$ cat src/rtl/ook_pkg.sv
// Shared encodings and default timing constants for the OOK beacon receiver.
package ook_pkg;

  typedef enum logic [1:0] {
    StIdle,
    StMark,
    StSpace
  } state_e;

  localparam int unsigned DefUnitCycles      = 2097152;
  localparam int unsigned DefDashMinUnits    = 2;
  localparam int unsigned DefLetterGapUnits  = 2;
  localparam int unsigned DefWordGapUnits    = 5;
  localparam int unsigned DefMaxSyms         = 8;
  localparam int unsigned UnitMax            = 15;

  localparam logic SymDot  = 1'b0;
  localparam logic SymDash = 1'b1;

endpackage

$ cat src/rtl/ook_pattern_rx_if.sv
// Pin-side input and decoded character stream of the OOK receiver.
interface ook_pattern_rx_if
  import ook_pkg::*;
#(
  parameter int unsigned MAX_SYMS = DefMaxSyms
);
  logic                rx_in;
  logic                line_active;
  logic                char_valid;
  logic [MAX_SYMS-1:0] char_bits;
  logic [3:0]          char_len;
  logic                char_ovf;
  logic                word_end;

  modport master (
    input  rx_in,
    output line_active, char_valid, char_bits, char_len, char_ovf, word_end
  );

  modport slave (
    output rx_in,
    input  line_active, char_valid, char_bits, char_len, char_ovf, word_end
  );
endinterface

$ cat src/rtl/ook_unit_timer.sv
// Prescaler plus saturating 4-bit unit counter; both clear on i_clr.
module ook_unit_timer
  import ook_pkg::*;
#(
  parameter int unsigned UNIT_CYCLES = DefUnitCycles
) (
  input  logic       CLK,
  input  logic       RST,
  input  logic       i_clr,
  output logic [3:0] o_units,
  output logic       o_wrap
);
  localparam int unsigned PrescW = $clog2(UNIT_CYCLES);

  logic [PrescW-1:0] r_presc;
  logic [3:0]        r_units;

  // Wrap is reported even on a clear cycle so coincident events are not lost.
  assign o_wrap  = (r_presc == PrescW'(UNIT_CYCLES - 1));
  assign o_units = r_units;

  always_ff @(posedge CLK or posedge RST) begin
    if (RST) begin
      r_presc <= '0;
      r_units <= '0;
    end else if (i_clr) begin
      r_presc <= '0;
      r_units <= '0;
    end else if (o_wrap) begin
      r_presc <= '0;
      if (r_units != 4'(UnitMax)) r_units <= r_units + 4'd1;
    end else begin
      r_presc <= r_presc + PrescW'(1);
    end
  end
endmodule

$ cat src/rtl/ook_pattern_rx.sv
// OOK/Morse beacon receiver: times marks and spaces, assembles dot/dash characters.
module ook_pattern_rx
  import ook_pkg::*;
#(
  parameter int unsigned UNIT_CYCLES      = DefUnitCycles,
  parameter int unsigned DASH_MIN_UNITS   = DefDashMinUnits,
  parameter int unsigned LETTER_GAP_UNITS = DefLetterGapUnits,
  parameter int unsigned WORD_GAP_UNITS   = DefWordGapUnits,
  parameter int unsigned MAX_SYMS         = DefMaxSyms
) (
  input  logic            CLK,
  input  logic            RST,
  ook_pattern_rx_if.master bus
);
  logic r_sync1, r_line, r_line_d;
  logic w_rise, w_fall;
  logic [3:0] w_units, w_eff_units;
  logic w_wrap, w_letter, w_word;

  state_e              r_state;
  logic [MAX_SYMS-1:0] r_bits;
  logic [3:0]          r_len;
  logic                r_ovf, r_append, r_dash, r_char_seen;
  logic                r_char_valid, r_char_ovf, r_word_end;
  logic [MAX_SYMS-1:0] r_char_bits;
  logic [3:0]          r_char_len;

  always_ff @(posedge CLK or posedge RST) begin
    if (RST) begin
      r_sync1  <= 1'b0;
      r_line   <= 1'b0;
      r_line_d <= 1'b0;
    end else begin
      r_sync1  <= bus.rx_in;
      r_line   <= r_sync1;
      r_line_d <= r_line;
    end
  end

  assign w_rise = r_line & ~r_line_d;
  assign w_fall = ~r_line & r_line_d;

  ook_unit_timer #(
    .UNIT_CYCLES(UNIT_CYCLES)
  ) u_timer (
    .CLK    (CLK),
    .RST    (RST),
    .i_clr  (w_rise | w_fall),
    .o_units(w_units),
    .o_wrap (w_wrap)
  );

  // Count including a wrap landing this cycle, so N units read as N on the edge itself.
  assign w_eff_units = (w_units == 4'(UnitMax)) ? w_units : w_units + {3'b000, w_wrap};
  assign w_letter    = w_wrap && (w_units == 4'(LETTER_GAP_UNITS - 1));
  assign w_word      = w_wrap && (w_units == 4'(WORD_GAP_UNITS - 1));

  always_ff @(posedge CLK or posedge RST) begin
    if (RST) begin
      r_state      <= StIdle;
      r_bits       <= '0;
      r_len        <= '0;
      r_ovf        <= 1'b0;
      r_append     <= 1'b0;
      r_dash       <= SymDot;
      r_char_seen  <= 1'b0;
      r_char_valid <= 1'b0;
      r_char_bits  <= '0;
      r_char_len   <= '0;
      r_char_ovf   <= 1'b0;
      r_word_end   <= 1'b0;
    end else begin
      r_char_valid <= 1'b0;
      r_word_end   <= 1'b0;
      r_append     <= 1'b0;

      if (r_append) begin
        if (r_len < 4'(MAX_SYMS)) begin
          r_bits <= {r_bits[MAX_SYMS-2:0], r_dash};
          r_len  <= r_len + 4'd1;
        end else begin
          r_ovf <= 1'b1;
        end
      end

      unique case (r_state)
        StIdle: begin
          if (w_rise) r_state <= StMark;
        end
        StMark: begin
          if (w_fall) begin
            r_state  <= StSpace;
            r_append <= 1'b1;
            r_dash   <= (w_eff_units >= 4'(DASH_MIN_UNITS)) ? SymDash : SymDot;
          end
        end
        StSpace: begin
          if (w_letter && (r_len != 4'd0)) begin
            r_char_valid <= 1'b1;
            r_char_bits  <= r_bits;
            r_char_len   <= r_len;
            r_char_ovf   <= r_ovf;
            r_bits       <= '0;
            r_len        <= '0;
            r_ovf        <= 1'b0;
            r_char_seen  <= 1'b1;
          end
          if (w_word) begin
            if (r_char_seen) begin
              r_word_end  <= 1'b1;
              r_char_seen <= 1'b0;
            end
            r_state <= StIdle;
          end
          // A rise always starts a new mark, even on a gap-boundary cycle.
          if (w_rise) r_state <= StMark;
        end
        default: r_state <= StIdle;
      endcase
    end
  end

  assign bus.line_active = r_line;
  assign bus.char_valid  = r_char_valid;
  assign bus.char_bits   = r_char_bits;
  assign bus.char_len    = r_char_len;
  assign bus.char_ovf    = r_char_ovf;
  assign bus.word_end    = r_word_end;
endmodule

$ cat src/flat_wrapper.sv
// flat-port wrapper written by rule: the top's interface ports become plain ports
module ook_pattern_rx_flat import ook_pkg::*;
#(
  parameter int unsigned UNIT_CYCLES      = DefUnitCycles,
  parameter int unsigned DASH_MIN_UNITS   = DefDashMinUnits,
  parameter int unsigned LETTER_GAP_UNITS = DefLetterGapUnits,
  parameter int unsigned WORD_GAP_UNITS   = DefWordGapUnits,
  parameter int unsigned MAX_SYMS         = DefMaxSyms
)
  (CLK, RST, bus_rx_in, bus_line_active, bus_char_valid, bus_char_bits, bus_char_len, bus_char_ovf, bus_word_end);
  ook_pattern_rx_if #(.MAX_SYMS(MAX_SYMS)) bus_i ();
  input  logic CLK;
  input  logic RST;
  input wire logic [$bits(bus_i.rx_in)-1:0] bus_rx_in;
  output wire logic [$bits(bus_i.line_active)-1:0] bus_line_active;
  output wire logic [$bits(bus_i.char_valid)-1:0] bus_char_valid;
  output wire logic [$bits(bus_i.char_bits)-1:0] bus_char_bits;
  output wire logic [$bits(bus_i.char_len)-1:0] bus_char_len;
  output wire logic [$bits(bus_i.char_ovf)-1:0] bus_char_ovf;
  output wire logic [$bits(bus_i.word_end)-1:0] bus_word_end;
  assign bus_i.rx_in = bus_rx_in;
  assign bus_line_active = bus_i.line_active;
  assign bus_char_valid = bus_i.char_valid;
  assign bus_char_bits = bus_i.char_bits;
  assign bus_char_len = bus_i.char_len;
  assign bus_char_ovf = bus_i.char_ovf;
  assign bus_word_end = bus_i.word_end;
  ook_pattern_rx #(.UNIT_CYCLES(UNIT_CYCLES), .DASH_MIN_UNITS(DASH_MIN_UNITS), .LETTER_GAP_UNITS(LETTER_GAP_UNITS), .WORD_GAP_UNITS(WORD_GAP_UNITS), .MAX_SYMS(MAX_SYMS)) u_core (.CLK(CLK), .RST(RST), .bus(bus_i));
endmodule
$ cat config.mk
export PLATFORM = sky130hd
export DESIGN_NAME = ook_pattern_rx_flat
export DESIGN_NICKNAME = d
export VERILOG_FILES = /design/src/rtl/ook_pkg.sv /design/src/rtl/ook_pattern_rx_if.sv /design/src/rtl/ook_unit_timer.sv /design/src/rtl/ook_pattern_rx.sv /design/src/flat_wrapper.sv
export SDC_FILE = /design/constraint.sdc
export NUM_CORES = 1
export LEC_CHECK = 0
export ABC_AREA = 1
export BUFFER_PORTS_ARGS = -buffer_cell sky130_fd_sc_hd__buf_2
export CORE_ASPECT_RATIO = 0.8
export CORE_UTILIZATION = 35
export CTS_CLUSTER_DIAMETER = 60
export DETAILED_ROUTE_END_ITERATION = 16
export PLACE_DENSITY_LB_ADDON = 0.3
export SETUP_SLACK_MARGIN = 0.2
export SLEW_MARGIN = 25
export SYNTH_ARGS = -nofsm -noshare
export SYNTH_HDL_FRONTEND = slang
export SYNTH_SLANG_ARGS = --single-unit
$ cat constraint.sdc
create_clock -name CLK -period 5.7 [get_ports CLK]
set_input_delay 1.14 -clock CLK [delete_from_list [all_inputs] [get_ports CLK]]
set_output_delay 1.14 -clock CLK [all_outputs]
set_load 0.02 [all_outputs]
* Word-level counts from Yosys, hierarchy flattened
Cells that the tools add are included.
W data, S select, Z words.
** Word-level totals
- Bits in registers :: 61
- Bits in latches :: 0
- RAM bits :: 0
- ROM bits :: 0
- Input bits :: 3
- Output and inout bits :: 16
- Logic and storage cells :: 83
- Memories :: 0
** Cells by class
- Add/subtract/negate cells :: 4
- $mul :: 0
- Div/mod/pow operators :: 0
- Order comparisons :: 2
- Equal/unequal tests :: 10
- Shifts and indexed selects :: 0
- Multiplexer cells :: 34
- Bitwise gates (word level) :: 5
- Reduce and logical (&&, ||, !) cells :: 11
** Operator list (number)
- $mux W21 :: 2
- $mux W4 :: 8
- $mux W8 :: 4
- $add A21 B1 Y21 const B :: 1
- $eq A21 B21 Y1 const B :: 1
- $mux W1 :: 15
- $add A4 B1 Y4 const B :: 2
- $mux W2 :: 4
- $pmux W2 S3 :: 1
- $reduce_and A2 Y1 :: 3
- $add A4 B1 Y4 :: 1
- $eq A4 B1 Y1 const B :: 1
- $eq A4 B3 Y1 const B :: 1
- $eq A4 B4 Y1 const B :: 1
- $ge A4 B2 Y1 const B :: 1
- $lt A4 B4 Y1 const B :: 1
- $ne A2 B1 Y1 const B :: 2
- $ne A4 B4 Y1 const B :: 1
- $reduce_bool A2 Y1 :: 2
- $reduce_bool A4 Y1 :: 1
- $logic_and A1 B1 Y1 :: 3
- $ne A3 B1 Y1 const B :: 1
- $reduce_and A3 Y1 :: 1
- $and A1 B1 Y1 :: 2
- other kinds (5) :: 6

* Longest topological paths before layout
- Depth in word-level cells :: 6
- Gate-level depth with buffers :: 14
- Gate-level depth less buffers :: 14

* Cells and area by module
A second synthesis with hierarchy kept.
** Unflattened totals
- Cell total of the unflattened synthesis :: 366
- Area, all modules :: 3007.9 um2
** By module, submodules not included
- ook_pattern_rx :: times used 1, cells an instance 182, area each 1592.8 um2, seq. area each 900.9 um2
- ook_unit_timer :: times used 1, cells an instance 184, area each 1415.1 um2, seq. area each 625.6 um2

* Worst setup path before layout
Ideal clock, no wire load.
- Path kind :: flip-flop to flip-flop
- Start :: register u_core.u_timer.r_presc[0]
- End :: register u_core.r_dash
- Setup time :: 0.120 ns
- Data arrival time :: 1.939 ns
- Data required time :: 5.580 ns
- Slack :: 3.641 ns
- Cell stages (with the launch flop) :: 14
- Buffers on the path :: 0
- Clock period less this slack :: 2.059 ns
- Cells stage by stage :: dfrtp_1 > ha_1 > nand2_1 > nor2_2 > nand2_2 > nor2_8 > nand2_4 > inv_1 > ha_1 > ha_1 > nor2_1 > nand4_1 > o21ai_0 > inv_1
** Between the ends
- Longest elaborated chain between the ends :: 5
** RTL lines
- start, declared :: line ook_unit_timer.sv:15 : logic [PrescW-1:0] r_presc;
- start signal, assigned :: line ook_unit_timer.sv:33 : r_presc <= r_presc + PrescW'(1);
- $eq A21 B21 Y1 :: line ook_unit_timer.sv:19 : assign o_wrap = (r_presc == PrescW'(UNIT_CYCLES - 1));
- $add A4 B1 Y4 :: line ook_pattern_rx.sv:54 : assign w_eff_units = (w_units == 4'(UnitMax)) ? w_units : w_units + {3'b000, w_wrap};
- $mux W4 :: line ook_pattern_rx.sv:54
- $ge A4 B2 Y1 :: line ook_pattern_rx.sv:94 : r_dash <= (w_eff_units >= 4'(DASH_MIN_UNITS)) ? SymDash : SymDot;
- $mux W1 :: line ook_pattern_rx.sv:94
- end signal, assigned :: line ook_pattern_rx.sv:65 : r_dash <= SymDot;
- end signal, assigned :: line ook_pattern_rx.sv:94
- end, declared :: line ook_pattern_rx.sv:23 : logic r_ovf, r_append, r_dash, r_char_seen;
Every way passes these cells.
A chain may end at the register's enable or synchronous reset.

* Worst setup path in the final report
Same ends and word-level chain as after synthesis.

==> results.txt <==
The total via count in the routed design is 2317. The min-delay analysis places its worst path in the category register to register. The number of buffers on the longest clock path came out at 2.

The TritonCTS sink count came out at 61. The aggregate negative setup slack is 0 ns. The count of pins over their slew limit is 0. The detailed-placement wirelength estimate is 4130 um. The maximum fanout count along the critical path came out at 9. The count of nets left with antenna violations once routing finished came out at 0. The root buffer cell chosen for the clock tree is sky130_fd_sc_hd__clkbuf_8. At the later pin of the worst-skew pair, clock insertion delay measures 0.33 ns. The via density per instance came out at 4.52. The number of instances in the synthesized netlist is 377. The worst setup path is launched from a register.

The overall routing resource usage is 14.0%. The number of diodes is 0. Setup repair after global routing left no endpoint under its margin. The initial utilization of the core area, before any placement, comes to 36.4%. The maximum vdd ir drop came out at 0.136 mV. The chip width is 108 um. The die extent in y came out at 86.4 um.

TritonCTS built the clock tree. The pin count of the biggest net entering global routing is 62. The number of antenna violations at the first check in global routing came out at 0. After synthesis the netlist holds a flip-flop and latch count of 61. After clock tree synthesis, the clock-pin slew on the worst setup and hold paths is 0.07 ns. The area inside the core boundary came out at 8560 sq um. The fmax came out at 434 MHz. The cell row count came out at 30. The netlist uses 28 different library cells. The ratio of cells with drive above 1 in the final layout is 15.0%. Timing analysis after detailed placement gives a worst setup slack of 3.43 ns. The critical path in this run is classified as register to register. The number of synthesis warnings is 0. The number of global-route vias before repair was 2252. After the first detailed-routing iteration, the DRC count stood at 130.

The number of nets in the finished design is 410. The flow ran to the end, and the final reports show no timing, DRC or antenna violations. The number of iterations in the first detailed-routing pass is 4. The static leakage came out at 1.80 nW.

Post-CTS repair changed the size of 0 cells. The power density relative to cell area came out at 288 nW/um^2. In this run the tightest slew margin relative to its limit is 49.6%. For this run, design rule violations remaining after detail routing come to 0. When the netlist entered floorplanning its net count stood at 390. The total detailed-routing wirelength came out at 5840 um.

The signed area change from the synthesized netlist to the final layout is 10.8%. The number of top-level pins came out at 19. After layout, the worst setup slack is 3.39 ns. The total grt overflow is 0. The count of final hold-check violations came out at 0. The worst-case clock skew is 0.00932 ns. Across the run, the number of max-cap violations was 0. The final critical path time including I/O delays and setup came out at 2.31 ns.

The final critical path takes up 40.5% of the cycle. The post-CTS setup-driven buffer insertion count is 0. The data arrival time of the worst path came out at 2.52 ns.

The clock buffer count from CTS is 9. The count of hold buffers inserted by post-cts repair is 0. The number of buffer cells added on primary ports is 18. For the pin with the worst max-slew slack, the measured transition is 0.755 ns.

STA classifies the critical path endpoint as a register. The die area came out at 9290 sq um. The combined area of all synthesized cells is 3120 sq um. The mean post-synth cell area is 8.27 sq um. The detail-routed net length per standard cell came out at 11.4 um. The total setup violations reported at the end of the flow is 0. The final standard cell utilization of the core is 40.3%. The wire length of the first global-routing pass is 10300 um.

The data required time of the critical path is 5.91 ns. In this run the number of H-tree levels came out at 3. The share of the yosys chip area belonging to registers came out at 49.0%. The global placer's final weighted congestion came out at 0.850.
[synthesized netlist by cell type]
cell	number	area share (%)
sky130_fd_sc_hd__nand3_4	1	0.56
sky130_fd_sc_hd__a31o_2	1	0.28
sky130_fd_sc_hd__a21oi_1	5	0.80
sky130_fd_sc_hd__nor3b_4	1	0.60
sky130_fd_sc_hd__ha_1	10	4.0
sky130_fd_sc_hd__and2_1	1	0.20
sky130_fd_sc_hd__nor2_2	2	0.40
sky130_fd_sc_hd__o22ai_1	1	0.20
sky130_fd_sc_hd__nand3_2	1	0.32
sky130_fd_sc_hd__a31oi_1	1	0.20
sky130_fd_sc_hd__o21ai_0	11	1.8
sky130_fd_sc_hd__o21ai_2	13	3.7
sky130_fd_sc_hd__dfrtp_1	61	49
sky130_fd_sc_hd__nand3_1	22	3.5
sky130_fd_sc_hd__xnor2_1	5	1.4
sky130_fd_sc_hd__nand4_1	7	1.4
sky130_fd_sc_hd__buf_6	4	1.4
sky130_fd_sc_hd__nand2_4	1	0.36
sky130_fd_sc_hd__nand2_1	93	11
sky130_fd_sc_hd__nor3_1	6	0.96
sky130_fd_sc_hd__nor3b_1	1	0.24
sky130_fd_sc_hd__nand2_2	4	0.80
sky130_fd_sc_hd__xor2_1	6	1.7
sky130_fd_sc_hd__inv_1	56	6.7
sky130_fd_sc_hd__nor2_8	1	0.64
sky130_fd_sc_hd__clkbuf_1	5	0.60
sky130_fd_sc_hd__buf_4	1	0.24
sky130_fd_sc_hd__nor2_1	56	6.7
[per-layer routing]
| layer | GRT usage, % | wire (um) | up-vias |
|---|---|---|---|
| li1 | - | - | 1211 |
| met1 | 19.8 | 3130 | 1071 |
| met2 | 20.9 | 2450 | 29 |
| met3 | 3.16 | 193 | 6 |
| met4 | 4.86 | 62 | 0 |
| met5 | 0 | 0 | - |
[stage by stage]
| step | cells | hold WS [ns] | area, sq um | total power [W] |
|---|---|---|---|---|
| 4_1_cts | 513 | 0.351 | 3450 | 0.00101 |
| 3_3_place_gp | 498 | 0.333 | 3280 | 0.000668 |
| 3_5_place_dp | 498 | 0.336 | 3280 | 0.000673 |
| 2_1_floorplan | 377 | 0.331 | 3120 | 0.000638 |
| 6_report | 513 | 0.347 | 3450 | 0.000993 |
| 5_1_grt | 513 | 0.366 | 3450 | 0.00106 |
[cells in the final DEF, fill, tap and decap left out]
cell,synthesis,routed
sky130_fd_sc_hd__a21oi_1,5,5
sky130_fd_sc_hd__a31o_2,1,1
sky130_fd_sc_hd__a31oi_1,1,1
sky130_fd_sc_hd__and2_1,1,1
sky130_fd_sc_hd__buf_2,0,18
sky130_fd_sc_hd__buf_4,1,1
sky130_fd_sc_hd__clkbuf_1,5,1
sky130_fd_sc_hd__clkbuf_8,0,10
sky130_fd_sc_hd__clkinv_2,0,2
sky130_fd_sc_hd__clkinvlp_4,0,2
sky130_fd_sc_hd__dfrtp_1,61,61
sky130_fd_sc_hd__ha_1,10,10
sky130_fd_sc_hd__inv_1,56,55
sky130_fd_sc_hd__inv_2,0,1
sky130_fd_sc_hd__nand2_1,93,93
sky130_fd_sc_hd__nand2_2,4,4
sky130_fd_sc_hd__nand2_4,1,1
sky130_fd_sc_hd__nand3_1,22,22
sky130_fd_sc_hd__nand3_2,1,1
sky130_fd_sc_hd__nand3_4,1,1
sky130_fd_sc_hd__nand4_1,7,7
sky130_fd_sc_hd__nor2_1,56,55
sky130_fd_sc_hd__nor2_2,2,3
sky130_fd_sc_hd__nor2_8,1,1
sky130_fd_sc_hd__nor3_1,6,6
sky130_fd_sc_hd__nor3b_1,1,1
sky130_fd_sc_hd__nor3b_4,1,1
sky130_fd_sc_hd__o21ai_0,11,11
sky130_fd_sc_hd__o21ai_2,13,13
sky130_fd_sc_hd__o22ai_1,1,1
sky130_fd_sc_hd__xnor2_1,5,5
sky130_fd_sc_hd__xor2_1,6,6
[cell families (layout without fill, tap and decap cells)]
group	count (synthesis)	after routing	share of synthesized area [%]
and+or+nand+nor	197	197	28.0
xor gates and xnor gates	11	11	3.09
adders and majority gates	10	10	4.01
AOI/OAI and AO/OA	32	32	6.90
buffers and inverters	66	90	9.03
DFF	61	61	49.0
[state kept, by name, summed over array words and instances, names as in the netlist, 2 cells and up]
name,count
u_core.r_bits,8
u_core.u_timer.r_presc,21
u_core.bus.char_len,4
u_core.u_timer.o_units,4
u_core.r_len,4
u_core.r_state,2
u_core.bus.char_bits,8
[worst max-delay path: stages (launching register included)]
cell                      delay [ns]
sky130_fd_sc_hd__dfrtp_1        0.45
sky130_fd_sc_hd__ha_1           0.29
sky130_fd_sc_hd__nand2_1        0.10
sky130_fd_sc_hd__nor2_2         0.15
sky130_fd_sc_hd__nand2_2        0.13
sky130_fd_sc_hd__nor2_8         0.22
sky130_fd_sc_hd__nand2_4        0.07
sky130_fd_sc_hd__inv_1          0.07
sky130_fd_sc_hd__ha_1           0.17
sky130_fd_sc_hd__ha_1           0.24
sky130_fd_sc_hd__nor2_1         0.10
sky130_fd_sc_hd__nand4_1        0.08
sky130_fd_sc_hd__o21ai_0        0.07
sky130_fd_sc_hd__inv_1          0.06
[worst paths after layout]
kind | from | endpoint | slack, ns | cells after the start
worst max-delay path | u_core.u_timer.r_presc[0] | u_core.r_dash | 3.39 | 13
worst min-delay path | u_core.r_sync1 | u_core.bus.line_active | 0.35 | 0
worst max register to register | u_core.u_timer.r_presc[0] | u_core.r_dash | 3.39 | 13
worst min register to register | u_core.r_sync1 | u_core.bus.line_active | 0.35 | 0
max in group asynchronous | RST | u_core.r_bits[0] | 4.18 | 3
min in group asynchronous | RST | u_core.bus.char_len[3] | 1.03 | 3
[power by group]
| part | total, W | switching, W | internal [W] |
|---|---|---|---|
| logic | 0.000150 | 0.000102 | 0.0000477 |
| registers | 0.000515 | 0.0000326 | 0.000483 |
| clock network | 0.000328 | 0.000162 | 0.000166 |
[cell type report]
cell class	instances	area (sq um)
flip-flops and latches	61	1530
inverters	56	210
clock buffers	11	141
multi-input cells	250	1310
clock inverters	4	25.0
repair buffers	19	97.6
well taps	112	140
fillers	861	5110
Power figures use the tool's default switching activity.
